$ cat src/rtl/add_sub_serial_if.sv
// Handshake and data bundle for the digit-serial adder/subtractor lane.
interface add_sub_serial_if #(
  parameter int WIDTH = 16
);
  logic             in_valid;
  logic             in_ready;
  logic [WIDTH-1:0] a;
  logic [WIDTH-1:0] b;
  logic             cin;
  logic             sub;
  logic             out_valid;
  logic             out_ready;
  logic [WIDTH-1:0] sum;
  logic             cout;
  logic             ovf;

  modport master (
    output in_valid, a, b, cin, sub, out_ready,
    input  in_ready, out_valid, sum, cout, ovf
  );

  modport slave (
    input  in_valid, a, b, cin, sub, out_ready,
    output in_ready, out_valid, sum, cout, ovf
  );
endinterface

$ cat src/rtl/add_sub_serial.sv
// Digit-serial adder/subtractor: WIDTH-bit operands processed DIGIT bits per clock,
// so the carry chain is only DIGIT bits deep. Valid/ready on both sides.
module add_sub_serial #(
  parameter int WIDTH = 16,
  parameter int DIGIT = 4
) (
  input  logic           clk,
  input  logic           rst,
  add_sub_serial_if.slave bus
);
  localparam int N  = WIDTH / DIGIT;
  localparam int CW = (N > 1) ? $clog2(N) : 1;

  typedef enum logic [1:0] {IDLE, RUN, DONE} state_t;

  state_t           state;
  logic [WIDTH-1:0] a_q;
  logic [WIDTH-1:0] b_q;
  logic [WIDTH-1:0] sum_q;
  logic             carry;
  logic             sub_q;
  logic             cout_q;
  logic             ovf_q;
  logic             out_valid_q;
  logic [CW-1:0]    cnt;

  logic [31:0]      base;
  logic [DIGIT:0]   dsum;
  logic             msb_cin;

  always_comb begin
    base    = 32'(cnt) * 32'(DIGIT);
    dsum    = {1'b0, a_q[base +: DIGIT]} + {1'b0, b_q[base +: DIGIT]} + {{DIGIT{1'b0}}, carry};
    // A sum bit is a^b^cin, so the carry into the top bit is recovered from it.
    msb_cin = dsum[DIGIT-1] ^ a_q[base + 32'(DIGIT - 1)] ^ b_q[base + 32'(DIGIT - 1)];
  end

  always_ff @(posedge clk) begin
    if (rst) begin
      state       <= IDLE;
      out_valid_q <= 1'b0;
      sum_q       <= '0;
      cout_q      <= 1'b0;
      ovf_q       <= 1'b0;
      cnt         <= '0;
    end else begin
      case (state)
        IDLE: begin
          if (bus.in_valid) begin
            a_q   <= bus.a;
            b_q   <= bus.sub ? ~bus.b : bus.b;
            carry <= bus.cin ^ bus.sub;
            sub_q <= bus.sub;
            cnt   <= '0;
            state <= RUN;
          end
        end
        RUN: begin
          sum_q[base +: DIGIT] <= dsum[DIGIT-1:0];
          carry                <= dsum[DIGIT];
          if (cnt == CW'(N - 1)) begin
            cout_q      <= dsum[DIGIT] ^ sub_q;
            ovf_q       <= msb_cin ^ dsum[DIGIT];
            out_valid_q <= 1'b1;
            state       <= DONE;
          end else begin
            cnt <= cnt + 1'b1;
          end
        end
        DONE: begin
          if (bus.out_ready) begin
            out_valid_q <= 1'b0;
            state       <= IDLE;
          end
        end
        default: state <= IDLE;
      endcase
    end
  end

  assign bus.in_ready  = (state == IDLE) && !rst;
  assign bus.out_valid = out_valid_q;
  assign bus.sum       = sum_q;
  assign bus.cout      = cout_q;
  assign bus.ovf       = ovf_q;
endmodule
$ cat src/flat_wrapper.sv
// flat-port wrapper written by rule: the top's interface ports become plain ports
module add_sub_serial_flat 
#(
  parameter int WIDTH = 16,
  parameter int DIGIT = 4
)
  (clk, rst, bus_in_valid, bus_a, bus_b, bus_cin, bus_sub, bus_out_ready, bus_in_ready, bus_out_valid, bus_sum, bus_cout, bus_ovf);
  add_sub_serial_if #(.WIDTH(WIDTH)) bus_i ();
  input  logic clk;
  input  logic rst;
  input wire logic [$bits(bus_i.in_valid)-1:0] bus_in_valid;
  input wire logic [$bits(bus_i.a)-1:0] bus_a;
  input wire logic [$bits(bus_i.b)-1:0] bus_b;
  input wire logic [$bits(bus_i.cin)-1:0] bus_cin;
  input wire logic [$bits(bus_i.sub)-1:0] bus_sub;
  input wire logic [$bits(bus_i.out_ready)-1:0] bus_out_ready;
  output wire logic [$bits(bus_i.in_ready)-1:0] bus_in_ready;
  output wire logic [$bits(bus_i.out_valid)-1:0] bus_out_valid;
  output wire logic [$bits(bus_i.sum)-1:0] bus_sum;
  output wire logic [$bits(bus_i.cout)-1:0] bus_cout;
  output wire logic [$bits(bus_i.ovf)-1:0] bus_ovf;
  assign bus_i.in_valid = bus_in_valid;
  assign bus_i.a = bus_a;
  assign bus_i.b = bus_b;
  assign bus_i.cin = bus_cin;
  assign bus_i.sub = bus_sub;
  assign bus_i.out_ready = bus_out_ready;
  assign bus_in_ready = bus_i.in_ready;
  assign bus_out_valid = bus_i.out_valid;
  assign bus_sum = bus_i.sum;
  assign bus_cout = bus_i.cout;
  assign bus_ovf = bus_i.ovf;
  add_sub_serial #(.WIDTH(WIDTH), .DIGIT(DIGIT)) u_core (.clk(clk), .rst(rst), .bus(bus_i));
endmodule
$ cat config.mk
export PLATFORM = sky130hd
export DESIGN_NAME = add_sub_serial_flat
export DESIGN_NICKNAME = d
export VERILOG_FILES = /design/src/rtl/add_sub_serial_if.sv /design/src/rtl/add_sub_serial.sv /design/src/flat_wrapper.sv
export SDC_FILE = /design/constraint.sdc
export NUM_CORES = 1
export LEC_CHECK = 0
export ABC_AREA = 0
export CAP_MARGIN = 20
export CELL_PAD_IN_SITES_DETAIL_PLACEMENT = 0
export CELL_PAD_IN_SITES_GLOBAL_PLACEMENT = 1
export CORE_MARGIN = 3
export CORE_UTILIZATION = 36
export DETAILED_ROUTE_END_ITERATION = 10
export HOLD_SLACK_MARGIN = 0.12
export PLACE_DENSITY = 0.87
export SYNTH_ARGS = -nofsm -noshare
export SYNTH_HDL_FRONTEND = slang
export SYNTH_SLANG_ARGS = --single-unit
$ cat constraint.sdc
create_clock -name clk -period 3.56 [get_ports clk]
set_input_delay 0.356 -clock clk [delete_from_list [all_inputs] [get_ports clk]]
set_output_delay 0.356 -clock clk [all_outputs]
set_load 0.01 [all_outputs]
==> run_results.csv <==
group,metric,value,unit
run_status,run_status,"completed",
critical_path,critPathTopFamily,"adder cells",
global_routing,grt_overflow,0,
sta,whs,459,ps
clock_tree,clkLatencyLatePin,340,ps
routing,via_count,1665,
placement,dpl-instance-area,3190,um^2
sta,worst_pin_slew,875,ps
power,p_leak,1.22,nW
critical_path,arrival,3440,ps
sta,fin_crit_sh,89.6,%
global_routing,use_met1,17.9,%
routing,wl_per_cell,13.8,um
global_routing,antenna_found_initial,0,
critical_path,worst-endpoint-required,3810,ps
critical_path,crit_buf_inv,0,
critical_path,crit_path_start_kind,"flop",
critical_path,crit_chain,"mux4_1 -> fa_1 -> fa_1 -> a21o_1 -> a21oi_1 -> xnor3_1 -> xnor2_1 -> a311oi_1",
clock_tree,clk_pin_slew,60,ps
synth,synth_cell_types,32,
global_routing,grt_pass1_wl,7.91,mm
synth,yosysWarnings,0,
power,ir_worst_vdd,0.000197,V
global_routing,grt_use_total,13.4,%
clock_tree,holdBufCountCts,0,
layout,syn_to_final_growth,35.5,%
synth,ys_seq_area_share,58.8,%
placement,gp_congestion,0.780,
placement,pre_cts_ws,323,ps
floorplan,rows,29,
critical_path,worst-path-max-fanout,8,
clock_tree,cts-buffers-inserted,9,
critical_path,critical_path.most_common_cell,"fa_1",
global_routing,grt_pass1_vias,1637,
clock_tree,cts_tree,"done",
clock_tree,cts_setup_buffers,0,
synth,synth_seq_cells,57,
routing,vias_per_cell,4.76,
layout,nets,301,
layout,antenna_cells,0,
layout,drive_gt1_share,10.9,%
clock_tree,cts_max_level,3,
critical_path,slowest_stage,"mux4_1",
synth,syn_avg_cell_area,13.2,um^2
synth,async_flop_share,0,%
sta,tns,0,ps
synth,syn-num-nets,240,
critical_path,critPathKind,"flop to flop",
routing,antenna_left,0,
sta,setup_viol,0,
sta,finalHoldViolations,0,
synth,synth-edff-count,34,
critical_path,critPathMaxStageDelay,620,ps
sta,rsz0062_at_grt,"no",
sta,period_minus_slack,3190,ps
layout,final_common_cell,"clkdlybuf4s50_1",
placement,place_hpwl,3.50,mm
sta,layout_setup_ws,371,ps
placement,port_buffers,57,
clock_tree,ctsResizeCount,0,
routing,drc,0,
min_path,hp-class,"flop to flop",
global_routing,grtUsageMet3,5.20,%
sta,slew_viol_final,0,
sta,timing.slew.headroom,41.5,%
routing,wirelength,4.84,mm
sta,max_freq,314,MHz
floorplan,initial_core_util,38.4,%
sta,fin_skew,5.69,ps
floorplan,die_h,89.7,um
power,power_density,481,nW/um^2
floorplan,coreArea,6570,um^2
floorplan,dieWidth,89.7,um
synth,synth_area,2520,um^2
clock_tree,cts_sinks,57,
global_routing,grt_max_degree,34,
global_routing,met2_usage,19.3,%
critical_path,critPathCaptureType,"flop",
clock_tree,cts_max_path_buffers,2,
layout,design_area,3420,um^2
synth,ys.flop_type,"edfxtp_1",
floorplan,boundaryPins,58,
global_routing,top_usage_layer,"met2",
routing,first_pass_iters,4,
synth,syn_inst,191,
layout,final_cell_mix,"57 x clkdlybuf4s50_1, 34 x edfxtp_1, 23 x dfxtp_1",
run,maxCapViolations,0,
floorplan,die-area,8040,um^2
routing,drtIter0Drc,127,
clock_tree,cts_root_buffer,"clkbuf_8",
[kinds of logic after synthesis]
family                   after synthesis  synth area share [%]
adder cells (fa/ha/maj)               11                  6.05
buffers and inverters                 14                  2.43
AND/OR/NAND/NOR                       45                  8.09
AO/OA/AOI/OAI                         34                  8.88
XOR/XNOR                              22                  8.49
flip-flops                            57                  58.8
multiplexers                           8                  7.30
[worst register-to-register path, stage by stage (launching register included)]
cell      delay (ps)
dfxtp_1          510
mux4_1           620
fa_1             430
fa_1             430
a21o_1           180
a21oi_1          260
xnor3_1          280
xnor2_1          130
a311oi_1         250
[area by class of cell]
class / instances / area, um^2
Inverter: 3 / 11.3
Multi-Input combinational cell: 120 / 978
Tap cell: 93 / 116
Clock buffer: 10 / 138
Timing Repair Buffer: 61 / 601
Sequential cell: 57 / 1480
Clock inverter: 6 / 90.1
Fill cell: 578 / 3150
[worst paths after layout]
| kind | end | cells after the start | startpoint | slack, ps |
|---|---|---|---|---|
| worst min register to register | u_core.bus.cout$_SDFFE_PP0P_ | 2 | u_core.bus.cout$_SDFFE_PP0P_ | 460 |
| worst max register to register | u_core.bus.ovf$_SDFFE_PP0P_ | 8 | u_core.cnt[0]$_SDFFE_PP0P_ | 370 |
| worst max-delay path | u_core.bus.ovf$_SDFFE_PP0P_ | 8 | u_core.cnt[0]$_SDFFE_PP0P_ | 370 |
| worst min-delay path | u_core.bus.cout$_SDFFE_PP0P_ | 2 | u_core.bus.cout$_SDFFE_PP0P_ | 460 |
[routing by layer]
layer  share of wire, %  up-vias
met5                  0        -
met4                2.2        0
met1                 45      780
li1                   -      822
met3                5.9       10
met2                 46       53
[synthesized netlist by cell type, types with 2 or more instances]
| cell | number | area (um^2) |
|---|---|---|
| edfxtp_1 | 34 | 1020 |
| dfxtp_1 | 23 | 460 |
| nor2_1 | 22 | 82.6 |
| xor2_1 | 18 | 158 |
| a22oi_1 | 16 | 120 |
| nand2_1 | 10 | 37.5 |
| a21oi_1 | 9 | 45.0 |
| clkbuf_1 | 9 | 33.8 |
| ha_1 | 9 | 113 |
| mux4_2 | 7 | 158 |
| and4_1 | 3 | 26.3 |
| inv_1 | 3 | 11.3 |
| nor3_1 | 3 | 15.0 |
| o21ai_0 | 3 | 15.0 |
| a21o_1 | 2 | 15.0 |
| fa_1 | 2 | 40.0 |
| nand2b_1 | 2 | 12.5 |
| xnor2_1 | 2 | 17.5 |
[report_power, final]
group	total, mW	leakage (nW)	internal [mW]	switching [mW]
sequential	0.740	0.501	0.728	0.0115
clock	0.684	0.113	0.415	0.269
combinational	0.219	0.604	0.114	0.105
total	1.64	1.22	1.26	0.385
[registers in the layout, summed over array words and instances, names as in the netlist]
signal,flops
u_core.a_q,16
u_core.b_q,16
u_core.bus.cout,1
u_core.bus.out_valid,1
u_core.bus.ovf,1
u_core.bus.sum,16
u_core.carry,1
u_core.cnt,2
u_core.state,2
u_core.sub_q,1
[per-stage QoR]
stage          util (%)  instances  power [mW]
2_1_floorplan         -        191       0.885
3_3_place_gp       48.5        334       0.970
3_5_place_dp       48.5        334       0.976
4_1_cts            52.0        350        1.66
5_1_grt            52.0        350        1.71
6_report           52.0        350        1.64
Power figures use the tool's default switching activity.
